### config.mk
export PLATFORM = sky130hd
export DESIGN_NAME = proc_run_sequencer
export DESIGN_NICKNAME = d
export VERILOG_FILES = /design/src/rtl/proc_run_sequencer.sv
export SDC_FILE = /design/constraint.sdc
export NUM_CORES = 1
export LEC_CHECK = 0
export CORE_AREA = 2 2 143 145
export CTS_BUF_LIST = sky130_fd_sc_hd__clkbuf_16
export CTS_CLUSTER_DIAMETER = 100
export CTS_CLUSTER_SIZE = 40
export DETAILED_ROUTE_END_ITERATION = 8
export DIE_AREA = 0 0 145 147
export GPL_ROUTABILITY_DRIVEN = 0
export SLEW_MARGIN = 10
export SYNTH_ARGS = -nofsm -noshare
export SYNTH_HDL_FRONTEND = slang
export SYNTH_SLANG_ARGS = --single-unit
### constraint.sdc
create_clock -name clk_i -period 5.55 [get_ports clk_i]
set_input_delay 1.11 -clock clk_i [delete_from_list [all_inputs] [get_ports clk_i]]
set_output_delay 1.11 -clock clk_i [all_outputs]
set_load 0.005 [all_outputs]
### src/rtl/proc_run_sequencer.sv
// proc_run_sequencer: command-driven Run controller for the multicycle core, with retire counting, PC trace FIFO and watchdog.
//  clk_i            system clock, rising edge
//  rst_ni           asynchronous active-low reset
//  cmd_valid_i      command present
//  cmd_ready_o      command accepted when valid & ready
//  cmd_op_i         00 STEP, 01 RUN_N, 10 RUN_FREE, 11 HALT
//  cmd_count_i      instruction budget for RUN_N
//  proc_run_o       registered core Run
//  proc_done_i      core Done pulse, one per retired instruction
//  proc_pc_i        core PC, sampled with proc_done_i
//  busy_o           high in RUN
//  retired_o        instructions retired since the last start
//  timeout_o        sticky watchdog fault
//  trace_valid_o    trace FIFO non-empty (show-ahead)
//  trace_pc_o       trace FIFO head, zero when empty
//  trace_ready_i    pop the head when valid & ready
//  trace_overflow_o sticky: a trace push was dropped
module proc_run_sequencer #(
    parameter int DATA_W      = 16,
    parameter int CNT_W       = 16,
    parameter int WDOG_CYCLES = 16,
    parameter int TRACE_DEPTH = 8
) (
    input  logic              clk_i,
    input  logic              rst_ni,
    input  logic              cmd_valid_i,
    output logic              cmd_ready_o,
    input  logic [1:0]        cmd_op_i,
    input  logic [CNT_W-1:0]  cmd_count_i,
    output logic              proc_run_o,
    input  logic              proc_done_i,
    input  logic [DATA_W-1:0] proc_pc_i,
    output logic              busy_o,
    output logic [CNT_W-1:0]  retired_o,
    output logic              timeout_o,
    output logic              trace_valid_o,
    output logic [DATA_W-1:0] trace_pc_o,
    input  logic              trace_ready_i,
    output logic              trace_overflow_o
);
    localparam int AW = $clog2(TRACE_DEPTH);
    localparam int WW = $clog2(WDOG_CYCLES + 1);
    localparam logic [1:0] OP_STEP = 2'd0, OP_RUN_N = 2'd1, OP_RUN_FREE = 2'd2, OP_HALT = 2'd3;
    typedef enum logic [1:0] {IDLE, RUN, FAULT} state_t;
    state_t            state_q, state_d;
    logic              run_q, free_q, free_d, halt_q, halt_d, to_q, to_d, ovf_q, ovf_d;
    logic              halt_now, push, pop, full, empty, push_ok;
    logic [CNT_W-1:0]  rem_q, rem_d, ret_q, ret_d;
    logic [WW-1:0]     wdog_q, wdog_d;
    logic [AW:0]       wr_q, wr_d, rd_q, rd_d;
    logic [DATA_W-1:0] mem_q [TRACE_DEPTH];
    // Pointers carry one extra wrap bit so full and empty are distinguishable.
    assign empty            = wr_q == rd_q;
    assign full             = (wr_q[AW] != rd_q[AW]) && (wr_q[AW-1:0] == rd_q[AW-1:0]);
    assign pop              = !empty && trace_ready_i;
    assign push_ok          = push && (!full || pop);
    assign proc_run_o       = run_q;
    assign busy_o           = state_q == RUN;
    assign retired_o        = ret_q;
    assign timeout_o        = to_q;
    assign trace_overflow_o = ovf_q;
    assign trace_valid_o    = !empty;
    assign trace_pc_o       = empty ? '0 : mem_q[rd_q[AW-1:0]];
    always_comb begin
        state_d     = state_q;
        rem_d       = rem_q;
        free_d      = free_q;
        halt_d      = halt_q;
        wdog_d      = wdog_q;
        ret_d       = ret_q;
        to_d        = to_q;
        ovf_d       = ovf_q;
        cmd_ready_o = 1'b1;
        halt_now    = 1'b0;
        push        = 1'b0;
        case (state_q)
            IDLE: begin
                // A zero-budget RUN_N and HALT are accepted without starting.
                if (cmd_valid_i && cmd_op_i != OP_HALT && !(cmd_op_i == OP_RUN_N && cmd_count_i == '0)) begin
                    state_d = RUN;
                    rem_d   = (cmd_op_i == OP_STEP) ? CNT_W'(1) : cmd_count_i;
                    free_d  = cmd_op_i == OP_RUN_FREE;
                    halt_d  = 1'b0;
                    wdog_d  = '0;
                    ret_d   = '0;
                    ovf_d   = 1'b0;
                end
            end
            RUN: begin
                cmd_ready_o = cmd_op_i == OP_HALT;
                halt_now    = halt_q || (cmd_valid_i && cmd_ready_o);
                halt_d      = halt_now;
                if (proc_done_i) begin
                    push   = 1'b1;
                    ret_d  = ret_q + CNT_W'(1);
                    rem_d  = rem_q - CNT_W'(1);
                    wdog_d = '0;
                    // Leave on the retiring edge so Run is low before the next fetch.
                    if (halt_now || (!free_q && rem_q == CNT_W'(1))) state_d = IDLE;
                end else begin
                    wdog_d = wdog_q + WW'(1);
                    if (wdog_d == WW'(WDOG_CYCLES)) begin
                        state_d = FAULT;
                        to_d    = 1'b1;
                    end
                end
            end
            FAULT: begin
                if (cmd_valid_i && cmd_op_i == OP_HALT) begin
                    state_d = IDLE;
                    to_d    = 1'b0;
                end
            end
            default: state_d = IDLE;
        endcase
        if (push && full && !pop) ovf_d = 1'b1;
        wr_d = push_ok ? wr_q + (AW+1)'(1) : wr_q;
        rd_d = pop ? rd_q + (AW+1)'(1) : rd_q;
    end
    always_ff @(posedge clk_i or negedge rst_ni) begin
        if (!rst_ni) begin
            state_q <= IDLE;
            run_q   <= 1'b0;
            rem_q   <= '0;
            free_q  <= 1'b0;
            halt_q  <= 1'b0;
            wdog_q  <= '0;
            ret_q   <= '0;
            to_q    <= 1'b0;
            ovf_q   <= 1'b0;
            wr_q    <= '0;
            rd_q    <= '0;
        end else begin
            state_q <= state_d;
            run_q   <= state_d == RUN;
            rem_q   <= rem_d;
            free_q  <= free_d;
            halt_q  <= halt_d;
            wdog_q  <= wdog_d;
            ret_q   <= ret_d;
            to_q    <= to_d;
            ovf_q   <= ovf_d;
            wr_q    <= wr_d;
            rd_q    <= rd_d;
        end
    end
    always_ff @(posedge clk_i) begin
        if (push_ok) mem_q[wr_q[AW-1:0]] <= proc_pc_i;
    end
endmodule

# Word level (Yosys, flattened, before mapping)
# Memory sizes are Yosys's and may differ from the RTL's.
# Index checks and enable logic that the tools add are counted.
[word_totals] reg_bits=52 latch_bits=0 ram_bits=128 mem_bits_ro=0 in_bits=39 out_inout_bits=38 elab_cells=94 mem_count=1
[classes] addsub=5 n_mul=0 div_mod_pow=0 order_cmp=0 eq_ne=17 shifts=0 n_mux=30 bitwise=0 n_reduce_logical=30
[mem_list] name="mem_q" words=8 width=16 rd=1 rd_ports_with_merged_regs=0 write_ports=1 line="51" text="logic [DATA_W-1:0] mem_q [TRACE_DEPTH];"
[op_table] op="16-bit two-way mux" n=6
[op_table] op="16-bit one-hot mux with 2 select lines" n=2
[op_table] op="16-bit by 1-bit adder with 16-bit output, second input constant" n=1
[op_table] op="16-bit by 1-bit == test with 1-bit output, second input constant" n=1
[op_table] op="16-bit zero test" n=1
[op_table] op="16-bit by 1-bit subtractor with 16-bit output, second input constant" n=1
[op_table] op="1-bit two-way mux" n=11
[op_table] op="1-bit logical AND" n=10
[op_table] op="2-bit two-way mux" n=5
[op_table] op="5-bit two-way mux" n=2
[op_table] op="2-bit inequality test, second input constant" n=5
[op_table] op="5-bit one-hot mux with 2 select lines" n=1
[op_table] op="4-bit by 1-bit adder with 4-bit output, second input constant" n=2
[op_table] op="2-bit nonzero test" n=4
[op_table] op="2-bit by 1-bit == test with 1-bit output, second input constant" n=3
[op_table] op="2-bit == test, second input constant" n=3
[op_table] op="2-bit one-hot mux with 3 select lines" n=1
[op_table] op="2-bit AND reduction" n=3
[op_table] op="5-bit by 1-bit adder with 5-bit output, second input constant" n=1
[op_table] op="5-bit == test, second input constant" n=1
[op_table] op="1-bit zero test" n=5
[op_table] op="4-bit == test" n=1
[op_table] op="2-bit zero test" n=2
[op_table] op="1-bit one-hot mux with 2 select lines" n=2
[op_table] op="6 further kinds" n=8

# Longest topological paths before layout
# Gate-level depths: netlist of the first run.
[logic_depth] ltp_word=8 depth_mapped=7 mapped_depth_nobuf=6

# Worst setup path after synthesis of the first run
# OpenSTA, ideal clock, no wires.
[synth_timing] path_type="input port to flip-flop" from="input port proc_done_i" to="memory mem_q[7][0], enable pin" setup_time_ps=487 t_arrival_ps=4068 setup_slack_ps=995 path_stages=2 n_path_buf=0 path_cell_list="nand3b_1 a2111oi_0"
[synth_via] elab_chain_cells=5
[synth_lines] item="start: declaration" line="31" text="input logic proc_done_i,"
[synth_lines] item="1-bit two-way mux" line="93" text="if (proc_done_i) begin"
[synth_lines] item="1-bit two-way mux" line="76" text="case (state_q)"
[synth_lines] item="1-bit logical AND" line="56" text="assign push_ok = push && (!full || pop);"
[synth_lines] item="1-bit two-way mux" line="148" text="if (push_ok) mem_q[wr_q[AW-1:0]] <= proc_pc_i;"
[synth_lines] item="1-bit two-way mux (not written as such)" line="148"
[synth_lines] item="end: declaration" line="51"
# Every way passes these cells.

# Worst setup path after layout of the first run
[layout_timing] from="register rd_q[0]" to="output port trace_pc_o[14]"
[layout_via] elab_chain_cells=2
[layout_lines] item="start: declaration" line="50" text="logic [AW:0] wr_q, wr_d, rd_q, rd_d;"
[layout_lines] item="start signal: assignment" line="144" text="rd_q <= rd_d;"
[layout_lines] item="memory read 8 x 16 bit / 4-bit == test (equally long branches)"
[layout_lines] item="16-bit two-way mux *" line="63" text="assign trace_pc_o = empty ? '0 : mem_q[rd_q[AW-1:0]];"
[layout_lines] item="end: declaration" line="37" text="output logic [DATA_W-1:0] trace_pc_o,"
# Every way passes the cells marked *; elsewhere a longest branch is shown, timed or not.

==> results.ini, run 1 <==
[outcome]
outcome=finished, final reports clean

[sta]
max-slew-margin-rel=0.334
finalCritPeriodShare=0.742
rsz0062_at_grt=no
slew_violations=0
setup-tns-final_ns=0
setup_viol=0
fmax_mhz=243
min_period_ns=4.12
hold_violations=0
clock_skew_ns=0.0149
worst-slew-pin-transition_ns=0.999

[global_routing]
grt_overflow=0
first_global_vias=5186
antenna_found_initial=0
use_met3=0.0435
grt_pass1_wl_um=27900
grt_use_met2=0.280
grt_use_met1=0.216
grt_start_max_net_pins=37
grt_use_total=0.168
grt.busiest_layer=met2

[detailed_routing]
drt-vias-per-instance=5.58
drt_iter0_markers=279
drt_first_pass_iters=5
vias=5031
drc=0
ant_nets=0
drt-wirelength-per-cell_um=19.3
wl_um=17400

[cells_and_area]
postLayoutCoreUtil=0.486
final_common_cell=edfxtp_1
nFillCells=1709
fin_nets=663
ff_latch_area_mm2=0.00515
drive_gt1_frac=0.141
multiInputGateArea_mm2=0.00268
area_growth_pct=20.5
insertedDiodeCount=0
layout.cells.non_filler=901
mostFrequentLayoutCells=edfxtp_1 (128), clkdlybuf4s50_1 (75), dfrtp_1 (51), nor2_1 (45), mux4_2 (32)

[critical_path]
crit_end=trace_pc_o[14]
crit_arrival_ns=3.01
crit_path_max_fanout=29
r2r-start=rd_q[1]
crit_slowest_cell=dfrtp_2
startpoint_type=flop
crit_family=flip-flops
rrSetupSlack_ns=2.23
crit_path_max_incr_delay_ns=1.03
critPathKind=reg -> out
cp-startpoint=rd_q[0]
end_kind=output pin
cp_num_buf_inv=2
required_ns=4.44
reg2reg_depth=5
cp.depth=5
worstReg2RegEnd=mem_q[6][4]
path_cells=buf_4, mux4_2, mux2i_1, nor2_1, clkdlybuf4s50_1

[synth]
synthesis.nets=591
yosys_warnings=0
synthCells=546
ys.flop_type=edfxtp_1
syn_avg_cell_area_um2=14.6
synth_seq_cells=180
yosysSeqAreaShare=0.643
synth_edf_count=128
syn_area_mm2=0.00800
synth.distinct_cells=70
ys_async_sr_fraction=0.289

[placement]
dp.cells=869
io_buffers=76
hpwlAfterDp_um=11200

[floorplanning]
die_x_um=145
start_util=0.403
core_area_mm2=0.0198
dieArea_mm2=0.0213
io_pins=77
die_h_um=147
rows=52

[flow_run]
maxCapViolCount=0

[power]
power_mw=4.69
worst_ir_drop_vdd_mv=0.281
power_per_cell_area_mw_per_mm2=486
p_leak_nw=3.40

[clock_tree]
cts-root-buf=clkbuf_16
htreeDepth=4
cts_setup_buffers=0
cts_resized=0
cts_tree=built
clkLatencyLatePin_ns=0.43
cts_sinks=180
path_clk_slew_ns=0.07
cts-hold-fix-buffers=0
cts_made_buffers=17
clockBufferDepth=2

[worst_hold_path]
min_path_type=reg -> reg

-- area by class of cell --
cell class | count | area share
clock buffers | 17 | 0.0441
clock inverters | 15 | 0.0186
flip-flops and latches | 180 | 0.534
inverters | 11 | 0.00428
well taps | 270 | 0.0351
repair buffers | 85 | 0.0854
multi-input cells | 323 | 0.278
-- logic make-up (layout without fill, tap and decap cells) --
family | count (synthesis) | in the layout | synth area share
flops | 180 | 180 | 0.643
simple gates | 146 | 146 | 0.0986
compound gates | 103 | 103 | 0.0925
mux | 52 | 52 | 0.115
buf+inv | 43 | 128 | 0.0232
xor+xnor | 16 | 16 | 0.0175
fa+ha+maj | 6 | 6 | 0.00939
-- flip-flops by register name, indices dropped and copies added (netlist names) --
name	cells
rem_q	16
wr_q	4
wdog_q	5
halt_q	1
mem_q	128
state_q	2
rd_q	4
trace_overflow_o	1
free_q	1
timeout_o	1
retired_o	16
proc_run_o	1
-- worst reg2reg max path: cells and delay by family, from the launching register on --
kind,cells,cell delay [ns]
flops,1,0.69
xor+xnor,1,0.27
compound gates,1,0.48
buf+inv,1,0.46
simple gates,2,1.05
-- layer usage --
metal  up-vias  wire, um
met1      2544      7750
met3        23       844
li1       2318         -
met2       146      8480
met4         0       304
met5         -         0
-- cells in the mapped netlist (7+ instances only) --
library cell	instances	area, um^2
or3_1	10	62.6
mux2i_1	18	180
a21oi_1	22	110
nand2_1	22	82.6
xor2_1	14	123
nor3_1	10	50.1
nor2_1	45	169
dfrtp_1	52	1300
nand4_1	8	50.1
a22oi_1	8	60.1
edfxtp_1	128	3840
and3_1	7	43.8
mux4_2	32	721
clkbuf_1	20	75.1
nand3_1	10	50.1
inv_1	10	37.5
o21ai_0	10	50.1
o211ai_1	11	82.6
-- where the power goes --
part           total, mW  internal, mW  switching (mW)
clock               1.19         0.608           0.578
sequential          1.91          1.66           0.252
combinational       1.59         0.834           0.754
total               4.69          3.10            1.58
-- worst min path at each step --
stage,startpoint,endpoint,slack (ns),cells after the start
3_5_place_dp,rem_q[11],rem_q[11],0.47,1
2_1_floorplan,rem_q[11],rem_q[11],0.45,1
5_1_grt,rem_q[11],rem_q[11],0.50,1
3_3_place_gp,rem_q[11],rem_q[11],0.47,1
4_1_cts,rem_q[11],rem_q[11],0.49,1
6_report,rem_q[11],rem_q[11],0.48,1
-- stage by stage --
step	hold WS [ns]	setup WS [ns]	cell area [um^2]
final	0.485	1.43	9640
after global routing	0.500	1.21	9640
after CTS	0.489	1.35	9640
after detailed placement	0.472	1.49	9030
after global placement	0.471	1.67	9030
after floorplan	0.450	0.995	8000
No activity file was read; power rests on OpenSTA's default activity.
==> run 2: changes to the inputs <==
==> constraint.sdc (replaced) <==
create_clock -name clk_i -period 4.1 [get_ports clk_i]
set_input_delay 0.82 -clock clk_i [delete_from_list [all_inputs] [get_ports clk_i]]
set_output_delay 0.82 -clock clk_i [all_outputs]
set_load 0.005 [all_outputs]
==> results.ini, run 2 (synthesis results as in run 1) <==
[outcome]
outcome=finished, final reports clean

[power]
power_per_cell_area_mw_per_mm2=659  ; +36%
p_leak_nw=3.48  ; +2.2%
power.share.sequential=0.394  ; -0.014
swShare=0.325  ; -0.0128
p_switching_mw=2.09  ; +32%
internal_power_mw=4.34  ; +40%
worst_ir_drop_vdd_mv=0.340  ; +21%
combPwrFrac=0.352  ; +0.013
clock_power_share=0.254  ; about the same

[critical_path]
cp_num_buf_inv=3  ; +1
end_kind=output pin
startpoint_type=flop
required_ns=3.28  ; -1.16 ns
crit_path_max_incr_delay_ns=0.57  ; -0.46 ns
crit_path_max_fanout=28  ; -3.4%
crit_family=buffers and inverters
path_cells=buf_12, xor2_1, nor4b_2, buf_4, nor2_1, clkdlybuf4s50_1
critPathKind=reg -> out
crit_slowest_cell=dfrtp_2
crit_arrival_ns=2.60  ; -0.41 ns

[clock_tree]
clockBufferDepth=2  ; unchanged
cts_made_buffers=17  ; unchanged
cts_tree=built
cts_sinks=180  ; unchanged
cts-root-buf=clkbuf_16
cts-hold-fix-buffers=0  ; unchanged
path_clk_slew_ns=0.07  ; about the same
cts_setup_buffers=0  ; unchanged
htreeDepth=4  ; unchanged
clkLatencyLatePin_ns=0.43  ; about the same
cts_resized=0  ; unchanged

[floorplanning]
rows=52  ; unchanged
start_util=0.403  ; unchanged
core_area_mm2=0.0198  ; unchanged
die_h_um=147  ; unchanged
die_x_um=145  ; unchanged
io_pins=77  ; unchanged
dieArea_mm2=0.0213  ; unchanged

[detailed_routing]
drt_first_pass_iters=5  ; unchanged
wl_um=17700  ; +1.8%
wl_met2_um=8870  ; +4.6%
topRoutingLayerUsed=met4
drt-vias-per-instance=5.56  ; -0.46%
drt_iter0_markers=430  ; +54%
drt-wirelength-per-cell_um=19.4  ; +0.31%
wl_met1_um=7790  ; +0.49%
route.met3.wl_um=811  ; -3.9%
ant_nets=0  ; unchanged
drc=0  ; unchanged
vias=5080  ; +0.97%

[cells_and_area]
final_common_cell=edfxtp_1
postLayoutCoreUtil=0.491  ; +0.00555
drive_gt1_frac=0.156  ; +0.0145
largest_register_ffs=128  ; unchanged
area_growth_pct=21.9
final_area_mm2=0.00975  ; +1.1%
mostFrequentLayoutCells=edfxtp_1 (128), clkdlybuf4s50_1 (75), dfrtp_1 (51), nor2_1 (45), mux4_2 (32)
fin_nets=675  ; +1.8%

[placement]
dpl-instance-area_mm2=0.00915  ; +1.3%
hpwlAfterDp_um=11700  ; +4.4%
io_buffers=76  ; unchanged

[global_routing]
grt_overflow=0  ; unchanged
grt_use_total=0.172  ; +0.00410
antenna_found_initial=1  ; +1
grt_start_max_net_pins=30  ; -19%
grt_pass1_wl_um=28300  ; +1.3%
first_global_vias=5143  ; -0.83%

[sta]
fmax_mhz=292
min_period_ns=3.42
max-slew-margin-rel=0.398  ; +0.0636
slew_violations=0  ; unchanged
worst-slew-pin-transition_ns=0.900  ; -0.0988 ns
hold_slack_ns=0.420  ; -0.0651 ns
hold_violations=0  ; unchanged
rsz0062_at_grt=no
setup_viol=0  ; unchanged
finalCritPeriodShare=0.834
setup-tns-final_ns=0  ; unchanged
clock_skew_ns=0.00956  ; -0.00538 ns

[flow_run]
maxCapViolCount=0  ; unchanged

[worst_hold_path]
min_path_type=in -> async

[run 2: layout make-up]
| type | count | area, um^2 |
|---|---|---|
| Clock buffer | 17 | 425 |
| Tap cell | 270 | 338 |
| Sequential cell | 180 | 5150 |
| Clock inverter | 15 | 171 |
| Inverter | 11 | 41.3 |
| Antenna cell | 1 | 2.50 |
| Fill cell | 1693 | 10100 |
| Multi-Input combinational cell | 323 | 2680 |
| Timing Repair Buffer | 97 | 938 |
[run 2: path summary, 6_finish.rpt]
kind | slack, ns | startpoint | cells past startpoint | end
setup / recovery | 0.68 | rd_q[0] | 6 | trace_pc_o[1]
min in group clk_i | 0.49 | wr_q[3] | 1 | wr_q[3]
hold / removal | 0.42 | rst_ni | 1 | rem_q[10]
hold reg to reg | 0.49 | wr_q[3] | 1 | wr_q[3]
max in group asynchronous | 2.88 | rst_ni | 2 | wr_q[1]
setup reg to reg | 1.26 | state_q[1] | 6 | rem_q[13]
[run 2: power by group through the flow]
stage | Combinational (mW) | Clock, mW | Sequential [mW]
after detailed placement | 2.28 | 0 | 2.57
after CTS | 2.29 | 1.66 | 2.53
after global placement | 2.26 | 0 | 2.55
after floorplan | 1.48 | 0 | 2.42
after global routing | 2.49 | 1.73 | 2.57
final | 2.26 | 1.63 | 2.53
[run 2: per-stage QoR]
stage          setup WS [ns]  cells  power [mW]
2_1_floorplan          0.666    546        3.90
3_3_place_gp           0.886    881        4.81
3_5_place_dp           0.783    881        4.85
6_report               0.679    914        6.43
5_1_grt                0.480    914        6.78
4_1_cts                0.618    913        6.48
[run 2: layer usage]
metal	global-route usage	vias up
met4	0.0604	0
met5	0	-
met1	0.229	2594
li1	-	2336
met3	0.0289	17
met2	0.287	133
[run 2: worst reg2reg max path, delay by kind of cell, from the launching register on]
kind,cells,cell delay (ns)
AND/OR/NAND/NOR,2,1.04
buffers and inverters,2,0.78
flip-flops,1,0.49
AO/OA/AOI/OAI,2,0.45
